`src/rtl/supermic_pkg.sv`:
```
// Shared constants and types for the SuperMic I2S output stage.
package supermic_pkg;

   localparam int I2S_SLOT_W     = 32;
   localparam int I2S_FRAME_BITS = 2 * I2S_SLOT_W;
   localparam int I2S_IN_W       = 22;

   typedef logic signed [I2S_IN_W-1:0] sample_t;

   typedef enum logic {
      SLOT_LEFT  = 1'b0,
      SLOT_RIGHT = 1'b1
   } i2s_slot_e;

   // Which channel slot a frame bit position belongs to.
   function automatic i2s_slot_e slot_of(input int unsigned bit_idx, input int unsigned slot_w);
      return (bit_idx >= slot_w) ? SLOT_RIGHT : SLOT_LEFT;
   endfunction

endpackage

```
`src/rtl/i2s_sample_fifo2.sv`:
```
// Two-entry first-word-fall-through sample FIFO feeding the I2S serialiser.
module i2s_sample_fifo2
   import supermic_pkg::*;
#(
   parameter int W = I2S_IN_W
) (
   input  logic         clk_i,
   input  logic         rst_ni,
   input  logic         push_i,
   input  logic [W-1:0] data_i,
   input  logic         pop_i,
   output logic [W-1:0] data_o,
   output logic         full_o,
   output logic         empty_o
);

   logic [W-1:0] mem_q [2];
   logic         wr_ptr_q, wr_ptr_d;
   logic         rd_ptr_q, rd_ptr_d;
   logic [1:0]   count_q, count_d;
   logic         do_push;
   logic         do_pop;

   assign full_o  = (count_q == 2'd2);
   assign empty_o = (count_q == 2'd0);
   assign do_push = push_i && !full_o;
   assign do_pop  = pop_i && !empty_o;
   assign data_o  = mem_q[rd_ptr_q];

   always_comb begin
      wr_ptr_d = wr_ptr_q;
      rd_ptr_d = rd_ptr_q;
      count_d  = count_q;
      if (do_push) wr_ptr_d = ~wr_ptr_q;
      if (do_pop)  rd_ptr_d = ~rd_ptr_q;
      if (do_push && !do_pop)      count_d = count_q + 2'd1;
      else if (do_pop && !do_push) count_d = count_q - 2'd1;
   end

   always_ff @(posedge clk_i or negedge rst_ni) begin
      if (!rst_ni) begin
         wr_ptr_q <= 1'b0;
         rd_ptr_q <= 1'b0;
         count_q  <= 2'd0;
      end else begin
         wr_ptr_q <= wr_ptr_d;
         rd_ptr_q <= rd_ptr_d;
         count_q  <= count_d;
      end
   end

   // Storage needs no reset: occupancy alone decides what is valid.
   always_ff @(posedge clk_i) begin
      if (do_push) mem_q[wr_ptr_q] <= data_i;
   end

endmodule

```
`src/rtl/i2s_frame_tx.sv`:
```
// Philips I2S transmitter: mono sample sent in both slots, sign-extended to SLOT_W.
// Build option I2S_UNDERRUN_REPEAT_EN: on underrun resend the last sample instead of zeros.
module i2s_frame_tx
   import supermic_pkg::*;
#(
   parameter int IN_W        = I2S_IN_W,
   parameter int SLOT_W      = I2S_SLOT_W,
   parameter int CLK_PER_BIT = 4
) (
   input  logic            clk,
   input  logic            rst,
   input  logic [IN_W-1:0] s_data,
   input  logic            s_valid,
   output logic            s_ready,
   output logic            bclk,
   output logic            lr_clk,
   output logic            sd,
   output logic            frame_start,
   output logic            underrun
);

   localparam int FRAME_BITS = 2 * SLOT_W;
   localparam int CNT_W      = $clog2(CLK_PER_BIT);
   localparam int IDX_W      = $clog2(FRAME_BITS);

   logic [CNT_W-1:0]      cnt_q, cnt_d;
   logic [IDX_W-1:0]      bit_idx_q, bit_idx_d;
   logic                  lr_q, lr_d;
   logic [FRAME_BITS-1:0] shift_q, shift_d;
   logic                  frame_start_q, frame_start_d;
   logic                  underrun_q, underrun_d;
   logic                  tick;
   logic                  load;
   logic                  fifo_full;
   logic                  fifo_empty;
   logic [IN_W-1:0]       fifo_data;
   logic [IN_W-1:0]       fallback;
   logic [IN_W-1:0]       load_word;
   logic [SLOT_W-1:0]     slot_word;

   i2s_sample_fifo2 #(
      .W (IN_W)
   ) u_fifo (
      .clk_i   (clk),
      .rst_ni  (rst),
      .push_i  (s_valid),
      .data_i  (s_data),
      .pop_i   (load),
      .data_o  (fifo_data),
      .full_o  (fifo_full),
      .empty_o (fifo_empty)
   );

   // tick marks the bclk falling edge; the load sits one bit after the lr_clk edge.
   assign tick      = (cnt_q == CNT_W'(CLK_PER_BIT - 1));
   assign load      = tick && (bit_idx_q == '0);
   assign s_ready   = !fifo_full;
   assign bclk      = (cnt_q >= CNT_W'(CLK_PER_BIT / 2));
   assign lr_clk    = lr_q;
   assign sd        = shift_q[FRAME_BITS-1];
   assign frame_start = frame_start_q;
   assign underrun  = underrun_q;

   assign load_word = fifo_empty ? fallback : fifo_data;
   assign slot_word = SLOT_W'($signed(load_word));

`ifdef I2S_UNDERRUN_REPEAT_EN
   logic [IN_W-1:0] last_q, last_d;

   assign fallback = last_q;

   always_comb begin
      last_d = last_q;
      if (load && !fifo_empty) last_d = fifo_data;
   end

   always_ff @(posedge clk or negedge rst) begin
      if (!rst) last_q <= '0;
      else      last_q <= last_d;
   end
`else
   assign fallback = '0;
`endif

   always_comb begin
      cnt_d         = cnt_q + CNT_W'(1);
      bit_idx_d     = bit_idx_q;
      lr_d          = lr_q;
      shift_d       = shift_q;
      frame_start_d = 1'b0;
      underrun_d    = 1'b0;
      if (tick) begin
         cnt_d         = '0;
         bit_idx_d     = (bit_idx_q == IDX_W'(FRAME_BITS - 1)) ? '0 : bit_idx_q + IDX_W'(1);
         lr_d          = (slot_of(32'(bit_idx_d), 32'(SLOT_W)) == SLOT_RIGHT);
         frame_start_d = (bit_idx_q == IDX_W'(FRAME_BITS - 1));
         if (load) begin
            shift_d    = {slot_word, slot_word};
            underrun_d = fifo_empty;
         end else begin
            shift_d = {shift_q[FRAME_BITS-2:0], 1'b0};
         end
      end
   end

   always_ff @(posedge clk or negedge rst) begin
      if (!rst) begin
         cnt_q         <= '0;
         bit_idx_q     <= '0;
         lr_q          <= 1'b0;
         shift_q       <= '0;
         frame_start_q <= 1'b0;
         underrun_q    <= 1'b0;
      end else begin
         cnt_q         <= cnt_d;
         bit_idx_q     <= bit_idx_d;
         lr_q          <= lr_d;
         shift_q       <= shift_d;
         frame_start_q <= frame_start_d;
         underrun_q    <= underrun_d;
      end
   end

endmodule
```
`config.mk`:
```
export PLATFORM = sky130hd
export DESIGN_NAME = i2s_frame_tx
export DESIGN_NICKNAME = d
export VERILOG_FILES = /design/src/rtl/supermic_pkg.sv /design/src/rtl/i2s_sample_fifo2.sv /design/src/rtl/i2s_frame_tx.sv
export SDC_FILE = /design/constraint.sdc
export NUM_CORES = 1
export LEC_CHECK = 0
export CORE_MARGIN = 1
export CORE_UTILIZATION = 45
export DETAILED_ROUTE_END_ITERATION = 10
export GPL_ROUTABILITY_DRIVEN = 0
export PLACE_DENSITY = 0.63
export SLEW_MARGIN = 40
export SYNTH_ARGS = -nofsm -noshare
export SYNTH_HDL_FRONTEND = slang
export SYNTH_SLANG_ARGS = --single-unit
export TNS_END_PERCENT = 5
```
`constraint.sdc`:
```
create_clock -name clk -period 3.6 [get_ports clk]
set_clock_uncertainty 0.15 [all_clocks]
set_input_delay 0.72 -clock clk [delete_from_list [all_inputs] [get_ports clk]]
set_output_delay 0.72 -clock clk [all_outputs]
set_load 0.05 [all_outputs]
```
-- After elaboration in Yosys (flattened, before gate mapping)
Memories as Yosys holds them, arrays and structs flattened.
Index checks and enable logic that the tools add are counted.
- order comparisons: 2
- shifts and indexed selects: 0
- div/mod/pow operators: 0
- muxes and demuxes: 12
- $add $sub $neg: 4
- reduce and logical (&&, ||, !) cells: 12
- bitwise logic cells: 2
- multiply operators: 0
- equality and inequality tests: 3
- operators with widths (operator ; number):
    2-to-1 mux 64 bit ; 1
    2-to-1 mux 22 bit ; 1
    adder 6 x 1 -> 6 bit (second input constant) ; 1
    == test 6 bit (second input constant) ; 1
    greater-or-equal comparator 6 bit (second input constant) ; 1
    zero test 6 bit ; 1
    2-to-1 mux 1 bit ; 6
    2-to-1 mux 2 bit ; 3
    2-to-1 mux 6 bit ; 1
    logical AND 1 bit ; 5
    adder 2 x 1 -> 2 bit (second input constant) ; 2
    == test 2 bit (second input constant) ; 2
    zero test 1 bit ; 4
    greater-or-equal comparator 2 bit (second input constant) ; 1
    zero test 2 bit ; 1
    inverter 1 bit ; 2
    nonzero test 2 bit ; 1
    subtractor 2 x 1 -> 2 bit (second input constant) ; 1
- word-level logic and storage cells: 45
- register bits: 79
- memories: 1
- ROM bits: 0
- output and inout bits: 6
- latch bits: 0
- input port bits: 25
- bits in writable memories: 44
- memory list (memory ; depth ; bits a word ; rd ports ; clocked after Yosys merged registers in ; wr ports ; line ; RTL):
    u_fifo.mem_q ; 2 ; 22 ; 1 ; 0 ; 1 ; i2s_sample_fifo2.sv:17 ; logic [W-1:0] mem_q [2];

-- Logic depth before layout (Yosys ltp)
Gate-level depths: netlist of the first run.
- depth in word-level cells: 7
- depth in mapped cells: 8
- depth with buffers taken out: 8

-- Hierarchy
A second synthesis of the first run with hierarchy kept.
- cells, all modules: 451
- area, all modules: 5195.0 µm²
- modules (own cells, without submodules) (module ; area an instance (µm²) ; sequential area each (µm²) ; instances ; cells an instance):
    i2s_frame_tx ; 3407.0 ; 1876.8 ; 1 ; 364
    i2s_sample_fifo2 ; 1788.0 ; 1421.4 ; 1 ; 87

-- Worst setup path before layout of the first run
Ideal clock, no wire load.
- path kind: register to register
- start: register u_fifo.count_q[0]
- end: memory u_fifo.mem_q[0][0] (netlist name), enable pin
- required time: 3049 ps
- cell stages (with the launch flop): 4
- data arrival time: 2039 ps
- buffers on the path: 0
- setup time: 401 ps
- clock period less this slack: 2589 ps
- path slack: 1011 ps
- path through: dfrtp_1 > nand2b_1 > nand2_1 > nor2_1
- word-level cells in the longest chain between the ends: 5
- RTL lines (what ; line ; RTL):
    start, declared ; i2s_sample_fifo2.sv:20 ; logic [1:0] count_q, count_d;
    start signal, assigned ; i2s_sample_fifo2.sv:48 ; count_q <= count_d;
    == test 2 bit ; i2s_sample_fifo2.sv:24 ; assign full_o = (count_q == 2'd2);
    zero test 1 bit ; - ;
    net s_ready ; i2s_frame_tx.sv:14 ; output logic s_ready,
    logical AND 1 bit ; i2s_sample_fifo2.sv:26 ; assign do_push = push_i && !full_o;
    2-to-1 mux 1 bit ; i2s_sample_fifo2.sv:54 ; if (do_push) mem_q[wr_ptr_q] <= data_i;
    2-to-1 mux 1 bit (implied by the code) ; i2s_sample_fifo2.sv:54 ;
    end, declared ; i2s_sample_fifo2.sv:17 ;
The timed path passes the listed nets, and every way through them passes these cells.

-- Worst setup path in the final report of the first run
- start: register cnt_q[0]
- end: output bclk
- word-level cells in the longest chain between the ends: 1
- RTL lines (what ; line ; RTL):
    start, declared ; i2s_frame_tx.sv:26 ; logic [CNT_W-1:0] cnt_q, cnt_d;
    start signal, assigned ; i2s_frame_tx.sv:115 ; cnt_q <= cnt_d;
    greater-or-equal comparator 2 bit ; i2s_frame_tx.sv:58 ; assign bclk = (cnt_q >= CNT_W'(CLK_PER_BIT / 2));
    end, declared ; i2s_frame_tx.sv:15 ; output logic bclk,
Every way passes these cells.

==> results, run 1 <==
- The number of antenna violations at the first check in global routing is 0.
- The H-tree was split into 4 levels.
- Total power for the finished layout comes to 4.01 mW.
- The number of top-level pins is 31.
- Of the cells placed in the final design, the portion with a size suffix greater than 1 is 9.81%.
- For the finished layout, the period the worst path requires is 2.93 ns.
- Across the run, the number of max-cap violations was 0.
- For this block, the initial DRC count from the detailed router was 210.
- The path depth of the worst reg2reg path is 8.
- The area growth from synthesis to layout is 19.0%.
- Headroom to the max-slew limit came out at between 40% and 50%.
- Once layout is complete, the cells apart from fillers number between 500 and 600.
- The clock drives approximately 120 sinks.
- Including well taps, the total number of placed cells is 526.
- For flop-to-flop paths, the worst setup slack is 0.96 ns.
- Setup repair after global routing left no endpoint under its margin.
- The netlist uses 34 different library cells.
- The destination of the worst register-to-register timing path is u_fifo.count_q[1]$_DFFE_PN0P_.
- The launch instance of the worst register-to-register path is cnt_q[0]$_DFF_PN0_.
- The core region is 11100 um2.
- The floorplan step defined a die boundary enclosing between 10000 and 15000 um2.
- The most frequent standard cell in the layout excluding fill and tap cells is sky130_fd_sc_hd__dfrtp_1.
- The type of the worst setup path is reg -> out.
- The routed length per placed instance is 15.3 um.
- For this run, design rule violations remaining after detail routing come to 0.
- The initial utilization of the core area, before any placement, comes to 47.2%.
- The setup TNS is 0 ns.
- The height of the die is 110 um.
- Summed over all nets, the half-perimeter wirelength after detailed placement is 5.00 mm.
- The required time of the critical path is 2.73 ns.
- The number of cells upsized or downsized after cts is 0.
- Yosys attributes the largest share of cell area to sky130_fd_sc_hd__dfrtp_1 38%, sky130_fd_sc_hd__edfxtp_1 25%, sky130_fd_sc_hd__a311o_1 12%.
- Summing all multi-input logic gate instances after layout gives 1750 um2.
- Leaving out fill and tap cells, the most frequent cells in the layout are 79 x sky130_fd_sc_hd__dfrtp_1, 63 x sky130_fd_sc_hd__nor2b_1, 63 x sky130_fd_sc_hd__a311o_1.
- Setup violations remaining at the end of the flow were counted as 0.
- The first-pass GRT wire length is 14.8 mm.
- The worst min-delay path category is in -> async.
- The post-synth net total is a little over 400.
- In the final design database the tool counted roughly 440 nets.
- The initialized floorplan defines 38 standard-cell rows.
- STA classifies the critical path startpoint as a register.
- The via count of the first global-routing pass is 3007.
- The final global-route overflow total is 0.
- Summing over every cut layer, the via total after detailed routing is 3078.
- The mapped netlist covers approximately 5200 um2.
- The count of buffers from port buffering is 30.
- The portion of the post-synthesis area used by sequential elements is 63.1%.
- The register bit count reported by yosys is approximately 120.
- The transition time at the pin with the least slew margin is 0.796 ns.
- In the routed layout, each cell is associated on average with a via count of 5.52.
- The post-cts hold buffer count is 0.
- The flow ran to the end, and the final reports show no timing, DRC or antenna violations.
- The total setup buffers inserted after CTS is 0.
- The TritonCTS clock tree is yes.
- The share of the synthesized area in the top cell type is a little under two fifths.
- Registers take 3300 um2.
- The insertion delay of the later-clocked pin in the worst-skew pair is approximately 0.4 ns.
- The pin count of the biggest net entering global routing is 128.
- STA classifies the critical path endpoint as an output port.
- Data arrives at the worst endpoint at 2.06 ns.
- Clock-pin slew was measured on the worst setup and hold paths at 0.05 ns.
- No sink is reached through more buffers than the 2 on the longest clock path.
- The biggest fanout along the worst timing path is 3.
- The gate count after technology mapping is 382.
- In this run, CTS created clock tree buffers numbering 17.
- The final count of pins violating max slew is 0.
- The reported leakage power is 2.54 nW.
- In this run the horizontal extent of the chip is 110 um.
- The average cell area after synthesis is between 10 and 15 um2.
- The hold violation count in the final report is 0.
- After filler insertion, the fill cell instance count of the layout stands at 916.
- In this run the remaining antenna-violating nets after routing total 0.
- The peak clock frequency supported by timing is 0.341 GHz.
- The antenna diode count is 0.
- After layout, the worst setup slack is roughly 0.67 ns.
- The post-detailed-routing wire length is 8.55 mm.
- The biggest area contributor in the post-synthesis netlist is sky130_fd_sc_hd__dfrtp_1.
- The pre-CTS setup slack is just under 1 ns.
- The CTS root buffer is sky130_fd_sc_hd__clkbuf_16.
- Before antenna repair, the detailed router went through 4 iterations.
- In this run the power density over the cells is about 650 nW/um2.
- The total global routing track utilization is 16.3%.
- The maximum VDD drop is 0.369 mV.
- During synthesis, Yosys emitted a total of 0 warnings.
- The fraction of the cycle the final worst path needs is 81.4%.
sequential cells by signal, indices dropped and copies added (netlist names), 2 cells and up:
| signal | count |
|---|---|
| u_fifo.count_q | 2 |
| u_fifo.mem_q | 44 |
| shift_q | 64 |
| bit_idx_q | 6 |
| cnt_q | 2 |
critical path, cell delays in order (launching register included):
cell and delay [ns]:
sky130_fd_sc_hd__dfrtp_1 0.41, sky130_fd_sc_hd__inv_1 0.06, sky130_fd_sc_hd__ha_1 0.18, sky130_fd_sc_hd__or2_2 0.30
sky130_fd_sc_hd__clkdlybuf4s50_1 0.70
Yosys cell counts (all sizes together):
cell type   n
dfrtp      79
a311o      63
nor2b      63
edfxtp     44
clkbuf     23
mux2i      23
nor4       22
buf        11
inv         6
nor2        6
ha          5
nand2       5
xnor2       5
nand3       4
nand2b      3
o21ai       3
o31ai       2
or2         2
xor2        2
a21o        1
a21oi       1
a2bb2oi     1
a31oi       1
and3        1
nand4       1
nor3        1
o211ai      1
or3         1
or4         1
or4b        1
final cells by class:
type	count	area share [%]
sequential	123	53.0
multi-input combinational	219	28.1
clock buffer	20	7.02
timing repair buffer	38	5.88
tap	140	2.82
clock inverter	12	2.78
inverter	6	0.362
stage by stage:
| stage | area [um2] | hold slack (ns) | util, % |
|---|---|---|---|
| final | 6220 | 0.200 | 56.1 |
| after global routing | 6220 | 0.249 | 56.1 |
| after CTS | 6220 | 0.222 | 56.1 |
| after detailed placement | 5610 | 0.336 | 50.6 |
| after global placement | 5600 | 0.331 | 50.5 |
| after floorplan | 5230 | 0.274 | - |
cell families after synthesis:
kind of cell | after synthesis | synth area share [%]
flip-flops | 123 | 63.1
AND/OR/NAND/NOR | 111 | 12.9
AO/OA/AOI/OAI | 73 | 13.3
buffers and inverters | 40 | 3.93
multiplexers | 23 | 4.41
XOR/XNOR | 7 | 1.17
adder cells (fa/ha/maj) | 5 | 1.20
metal layers:
metal  global-route usage [%]  part of all wire (%)  up-vias
li1                         -                     -     1510
met1                     23.8                    51     1510
met2                     22.6                    46       52
met3                     4.68                   2.9        6
met4                     6.57                  0.67        0
met5                        0                     0        -
power breakdown:
group	switching, mW	internal, mW
combinational	0.273	0.233
clock	0.575	1.15
sequential	0.0865	1.69
total	0.934	3.08
how the worst max path moves through the flow:
stage,cells after the start,endpoint,from,slack [ns]
2_1_floorplan,3,u_fifo.mem_q[0][0]$_DFFE_PP_,u_fifo.count_q[0]$_DFFE_PN0P_,1.01
3_3_place_gp,5,shift_q[63]$_DFFE_PN0P_,cnt_q[0]$_DFF_PN0_,0.79
3_5_place_dp,8,u_fifo.count_q[1]$_DFFE_PN0P_,cnt_q[0]$_DFF_PN0_,0.98
4_1_cts,4,bclk,cnt_q[0]$_DFF_PN0_,0.63
5_1_grt,4,bclk,cnt_q[0]$_DFF_PN0_,0.56
6_report,4,bclk,cnt_q[0]$_DFF_PN0_,0.67
No activity file was read; power rests on OpenSTA's default activity.
==> inputs of run 2 (changes only) <==
==> constraint.sdc (replaced) <==
create_clock -name clk -period 2.8 [get_ports clk]
set_clock_uncertainty 0.15 [all_clocks]
set_input_delay 0.56 -clock clk [delete_from_list [all_inputs] [get_ports clk]]
set_output_delay 0.56 -clock clk [all_outputs]
set_load 0.05 [all_outputs]
==> run 2 against run 1 <==
Utilization rose by 0.37 points. Global-route usage rose by 1.4 points. Sequential power rose by 29%. Via count rose by 2.8%. Critical path depth fell by 2. Combinational power rose by 34%. Highest routed layer unchanged. Count of clock-buffer cells in the layout rose by 3. Setup slack got worse by 0.40 ns. Non-clock buffer count rose by 2. Final area rose by 0.66%. Flip-flop and latch count did not move. Die area did not move.
==> results, run 2 (synthesis gave the netlist of run 1 again) <==
- The flow ran to the end, and the final reports show no timing, DRC or antenna violations.
- The via count of the first global-routing pass was ~3200.
- Across all setup checks in the final design, the least slack found is around 0.27 ns.
- The horizontal die dimension is 110 um.
- Prior to clock tree synthesis, the placed netlist has a worst setup slack of 0.376 ns.
- The type of the worst setup path is reg -> out.
- The DRC violations left is 0.
- For the pin with the worst max-slew slack, the measured transition is 0.682 ns.
- The height of the die is 110 um.
- The register with the most flip-flops is shift_q.
- The first global-routing pass estimated 15.9 mm of wire.
- Headroom to the max-slew limit came out at 54.5%.
- After clock tree synthesis, the repair step resized 0 gates.
- The number of top-level pins is 31.
- The CTS root buffer is sky130_fd_sc_hd__clkbuf_16.
- The final global-route overflow total is 0.
- The worst-case clock buffer depth is 2.
- The initialized floorplan defines 38 standard-cell rows.
- The routed design has 9.28 mm of wire.
- 0 antenna diodes ended up in the layout.
- The number of buffer and inverter instances along the worst setup path is 1.
- The total number of vias is between 3000 and 4000.
- The signal on the critical path passes through nand2b_1 > clkdlybuf4s50_1.
- Leaving out fill and tap cells, the most frequent cell in the layout is sky130_fd_sc_hd__dfrtp_1.
- The peak clock frequency supported by timing is between 0.3 and 0.4 GHz.
- The maximum VDD drop is 0.482 mV.
- Counting cells, the worst reg-to-reg path comes to 5.
- The total of max-cap violations is 0.
- The worst min-delay path category is in -> async.
- The post-route minimum period is ~2.5 ns.
- The number of antenna violations at the first check in global routing is 0.
- The pin count of the biggest net entering global routing is ~140.
- From synthesis to final layout, the design area changed by 19.8%.
- In this run the power density over the cells is 828 nW/um2.
- Before antenna repair, the detailed router went through 4 iterations.
- After clock tree synthesis, the clock-pin slew on the worst setup and hold paths is 0.05 ns.
- Leaving out fill and tap cells, the most frequent cells in the layout are 79 x sky130_fd_sc_hd__dfrtp_1, 63 x sky130_fd_sc_hd__nor2b_1, 63 x sky130_fd_sc_hd__a311o_1.
- The worst setup path is launched from a register.
- The total clock buffers created by CTS is 17.
- The estimated wirelength of the detail-placed design is 5.25 mm.
- The count of cell instances traversed by the critical path is 2.
- Setup repair after global routing left no endpoint under its margin.
- The post-cts hold buffer count is 0.
- In this run the remaining antenna-violating nets after routing total 0.
- The hold violation count in the final report is 0.
- The register with the most flip-flops in the layout has 64 of them.
- In this run the standard cell core region covers 11100 um2.
- The slack of the worst reg-to-reg path is 0.36 ns.
- The total setup buffers inserted after CTS is 0.
- The cell class contributing the biggest share of worst-path delay is buffers and inverters.
- The biggest fanout along the worst timing path is 5.
- The largest registers in the layout are shift_q (64), u_fifo.mem_q (44), bit_idx_q (6).
- The die covers 12000 um2.
- The clock reaches the later pin of the worst-skew pair after 0.40 ns.
- The critical path's slowest cell is sky130_fd_sc_hd__clkdlybuf4s50_1.
- The final layout net count is approximately 440.
- The level count of the clock H-tree is 4.
- The number of sinks on the clock net is 123.
- The required time of the critical path is 2.09 ns.
- For this run, the total global-route usage over all layers was measured as about 18%.
- The final count of pins violating max slew is 0.
- In the final routed layout, each cell accounts on average for 16.6 um.
- STA classifies the critical path endpoint as an output port.
- For this design the static power due to leakage is between 2 and 3 nW.
- The TritonCTS clock tree is yes.
- For this configuration, the core starts out at a cell density of 47.2%.
- In this run, the number of DRC markers left after iteration 0 of detailed routing was 195.
- The fraction of layout cells with a size suffix above 1 is 11.0%.
- During placement, the flow inserted port buffers numbering 30.
- The final setup violation count is 0.
- The delay of the slowest cell on the worst path is 0.81 ns.
- The fraction of the cycle the final worst path needs is approximately nine tenths.
- Data on the critical path arrives at its endpoint at 1.82 ns.
- The setup TNS is 0 ns.
- Using the TritonRoute via totals, the vias-per-cell ratio works out to 5.65.
==> run 2: changes by cell type in the layout (fill, tap and decap cells not counted), moves of 2 or more <==
| cell | before | now |
|---|---|---|
| sky130_fd_sc_hd__clkinv_1 | 2 | 0 |
| sky130_fd_sc_hd__buf_12 | 0 | 2 |
| sky130_fd_sc_hd__clkinv_2 | 1 | 3 |
| sky130_fd_sc_hd__clkbuf_8 | 0 | 2 |
| sky130_fd_sc_hd__clkbuf_16 | 17 | 19 |
| sky130_fd_sc_hd__buf_4 | 7 | 9 |
| sky130_fd_sc_hd__bufinv_16 | 4 | 2 |
| sky130_fd_sc_hd__buf_6 | 2 | 0 |
==> run 2: layer usage <==
metal | GRT usage (%) | vias to the layer above | wire (um)
met2 | 26.4 | 47 | 4280
met5 | 0 | - | 0
met3 | 4.21 | 6 | 255
li1 | - | 1510 | -
met4 | 7.24 | 0 | 60
met1 | 24.9 | 1602 | 4680
==> run 2: power breakdown <==
part / leakage, nW / switching, mW / internal, mW
combinational: 0.897 / 0.374 / 0.302
sequential: 1.39 / 0.117 / 2.18
clock: 0.299 / 0.748 / 1.46
total: 2.59 / 1.24 / 3.94
==> run 2: per-stage QoR <==
step                      utilization (%)  hold WS (ns)  power (mW)  std cells  instance area [um2]
after floorplan                         -         0.114        2.76        382                 5230
after global placement               50.9         0.329        2.99        528                 5640
after detailed placement             50.9         0.332        3.01        528                 5640
after CTS                            56.5        0.0329        5.24        560                 6260
after global routing                 56.5        0.0605        5.40        560                 6260
final                                56.5        0.0168        5.18        560                 6260
==> run 2: worst reg2reg max path: stages (launching register included) <==
cell,delay [ns]
sky130_fd_sc_hd__dfrtp_1,0.41
sky130_fd_sc_hd__ha_4,0.17
sky130_fd_sc_hd__or4b_1,0.49
sky130_fd_sc_hd__or2_2,0.31
sky130_fd_sc_hd__buf_4,0.32
sky130_fd_sc_hd__a311o_1,0.48
==> run 2: path summary, 6_finish.rpt <==
check / startpoint / to
max: u_fifo.count_q[0]$_DFFE_PN0P_ / s_ready
min: rst / u_fifo.wr_ptr_q$_DFFE_PN0P_
max reg2reg: cnt_q[0]$_DFF_PN0_ / shift_q[5]$_DFFE_PN0P_
min reg2reg: shift_q[0]$_DFFE_PN0P_ / shift_q[0]$_DFFE_PN0P_
max in group asynchronous: rst / shift_q[29]$_DFFE_PN0P_
min in group clk: shift_q[0]$_DFFE_PN0P_ / shift_q[0]$_DFFE_PN0P_
==> run 2: cell type report <==
type	instances	area, um2
fillers	886	4820
flip-flops and latches	123	3300
multi-input cells	219	1750
clock buffers	23	510
repair buffers	40	400
well taps	140	175
clock inverters	9	108
inverters	6	22.5
==> inputs of run 3 (changes only) <==
==> constraint.sdc (replaced) <==
create_clock -name clk -period 2.54 [get_ports clk]
set_clock_uncertainty 0.15 [all_clocks]
set_input_delay 0.508 -clock clk [delete_from_list [all_inputs] [get_ports clk]]
set_output_delay 0.508 -clock clk [all_outputs]
set_load 0.05 [all_outputs]
==> run 3 against run 2 <==
Clock power increased by 7%. Cell count increased by 0.89%. Sequential power increased by 9.6%. Utilization increased by 0.25 points. Hold slack improved by 0.33 ns. Setup slack got worse by 0.17 ns. Sequential share of layout area decreased by 0.23 points. Total power increased by 9.0%. Wire length decreased by 1.9%. Final area increased by 0.44%.
==> results, run 3 (synthesis gave the netlist of run 1 again) <==
- In this run the tightest slew margin relative to its limit is between 60% and 70%.
- After layout, the design draws a total of 5.65 mW.
- The peak clock frequency supported by timing is 0.410 GHz.
- The count of nets left with antenna violations once routing finished came out at 0.
- For this design the static power due to leakage is between 2 and 3 nW.
- Across the run, the number of max-cap violations was 0.
- After detailed routing, the average wire length per cell comes to about 16 um.
- The wire-length estimate of the detail-placed layout is 5.41 mm.
- During placement, the flow inserted port buffers numbering 30.
- The required time of the critical path is 2.68 ns.
- The worst setup path is of the reg -> reg kind.
- Counting every sink on the clock net gives 123.
- The TritonCTS clock tree is yes.
- The post-route minimum period is 2.44 ns.
- After detailed routing, the number of remaining DRC violations is 0.
- The CTS root buffer is sky130_fd_sc_hd__clkbuf_16.
- The first detailed-routing pass took 4 iterations.
- The fraction of layout cells with a size suffix above 1 is between 10% and 20%.
- The maximum VDD drop is 0.595 mV.
- In the layout the commonest cells are 79 x sky130_fd_sc_hd__dfrtp_1, 63 x sky130_fd_sc_hd__nor2b_1, 63 x sky130_fd_sc_hd__a311o_1.
- Setup violations remaining at the end of the flow were counted as 0.
- The floorplan step set the die height to 110 um.
- The number of antenna diodes in the final layout is 0.
- The run finished with clean final reports.
- For this block, the initial DRC count from the detailed router was 185.
- The worst-case clock buffer depth is 2.
- The transition time at the pin with the least slew margin is 0.562 ns.
- The worst min-delay path category is reg -> reg.
- The clock-pin slew reported for the worst setup and hold paths after clock tree synthesis is approximately 0.06 ns.
- In the final design database the tool counted 442 nets.
- Across every metal layer, demand over resource in global routing totals between 15 and 20%.
- The tightest hold path in the finished design has a slack of 0.350 ns.
- The type of origin of the critical path is a register.
- The initial utilization of the core area, before any placement, comes to 47.2%.
- The met2 track utilization from global routing is between 20% and 30%.
- For this design the ratio of total power to cell area is around 900 nW/um2.
- The arrival time reported for the critical path endpoint is 2.58 ns.
- The total number of vias is 3182.
- The filler cell count in the final layout is 921.
- The largest registers in the layout are shift_q (64), u_fifo.mem_q (44), bit_idx_q (6).
- The via count of the first global-routing pass came to between 3000 and 4000.
- The number of antenna violations at the first check in global routing is 0.
- In this run, CTS created clock tree buffers numbering 17.
- The post-detailed-routing wire length is 9.11 mm.
- The fraction of the cycle the final worst path needs is 96.1%.
- 31 I/O pins were placed.
- The first global-routing pass estimated 15.4 mm of wire.
- After global routing the overflow that remains totals 0.
- Entering global routing, the biggest net connects 79 pins.
- In the global route stage, met3 resource usage came out at 5.16%.
- The core region is 11100 um2.
- The area growth from synthesis to layout is 20.3%.
- The slack of the worst reg-to-reg path is 0.1 ns.
- For this run, global-route usage on met1 was measured as 23.0%.
- The hold violation count in the final report is 0.
- Counting tap cells, the placed design contains a total of 532 instances.
- After routing, the total negative slack on setup checks comes to 0 ns.
- Excluding fillers, the count of instances in the completed layout stands at between 500 and 600.
- The per-cell via count in the routed design is 5.63.
- The biggest fanout along the worst timing path is 31.
- The routing layer with the top usage in global route is met2.
- The floorplan has 38 rows.
- Ranked by flip-flop count, first place goes to shift_q.
- The final count of pins violating max slew was 0.
- The register with the most flip-flops in the layout has between 60 and 70 of them.
- The most frequent standard cell in the layout excluding fill and tap cells is sky130_fd_sc_hd__dfrtp_1.
- The worst setup path is captured at a register.
- The insertion delay of the later-clocked pin in the worst-skew pair is 0.41 ns.
- The area of the die is 12000 um2.
- At the end of the flow the core is filled with cells to between 50% and 60%.
- Setup repair after global routing left no endpoint under its margin.
- Measured along the x axis, the die boundary spans 110 um.
- The H-tree generated during clock tree synthesis spans 4 levels.
-- run 3: cell types whose count changed in the layout (fill, tap and decap cells not counted), sizes merged --
cell / change
clkinv: -3
bufinv: -1
inv: +10
clkdlybuf4s50: -1
clkinvlp: -1
buf: +4
clkbuf: -5
dlygate4sd3: +1
dlygate4sd2: +1
-- run 3: path summary, 6_finish.rpt --
kind / start / end / cells after the start
max: cnt_q[0]$_DFF_PN0_ / shift_q[48]$_DFFE_PN0P_ / 5
min: shift_q[0]$_DFFE_PN0P_ / shift_q[0]$_DFFE_PN0P_ / 1
max reg2reg: cnt_q[0]$_DFF_PN0_ / shift_q[48]$_DFFE_PN0P_ / 5
min reg2reg: shift_q[0]$_DFFE_PN0P_ / shift_q[0]$_DFFE_PN0P_ / 1
max in group asynchronous: rst / shift_q[18]$_DFFE_PN0P_ / 3
min in group asynchronous: rst / bit_idx_q[0]$_DFFE_PN0P_ / 2
-- run 3: routing by layer --
layer	routed length (um)	vias up
met1	4350	1590
met3	320	8
met5	0	-
met2	4330	55
li1	-	1529
met4	104	0
-- run 3: layout make-up --
type | count | area [um2] | share of cell area (%)
Clock buffer | 18 | 439 | 6.99
Multi-Input combinational cell | 219 | 1740 | 27.6
Tap cell | 140 | 175 | 2.79
Sequential cell | 123 | 3300 | 52.5
Timing Repair Buffer | 45 | 468 | 7.44
Clock inverter | 14 | 148 | 2.35
Inverter | 6 | 22.5 | 0.358
-- run 3: where the power goes --
group	switching (mW)	total, mW	leakage [nW]	internal, mW
sequential	0.125	2.52	1.39	2.40
clock	0.962	2.37	0.288	1.41
combinational	0.408	0.749	0.926	0.341
-- run 3: critical path, stage by stage (launching register included) --
cell and delay (ns):
sky130_fd_sc_hd__dfrtp_1 0.41, sky130_fd_sc_hd__ha_4 0.15, sky130_fd_sc_hd__or4b_1 0.52, sky130_fd_sc_hd__or2_2 0.48, sky130_fd_sc_hd__buf_12 0.22, sky130_fd_sc_hd__a311o_1 0.37
-- run 3: per-stage QoR --
| step | worst slack (ns) | cell area, um2 |
|---|---|---|
| after detailed placement | 0.102 | 5690 |
| after CTS | 0.0100 | 6280 |
| after global routing | 0.0129 | 6290 |
| after floorplan | 0.213 | 5230 |
| after global placement | 0.187 | 5690 |
| final | 0.0998 | 6290 |
-- run 3: timing repair --
item | 4_1_cts | 5_1_grt
hold endpoints to repair | 37 | 0
hold buffers | 1 | 0
setup buffers | 0 | 0
setup endpoints to repair | 1 | 31
resized for setup | 1 | 2
pin swaps | 0 | 0
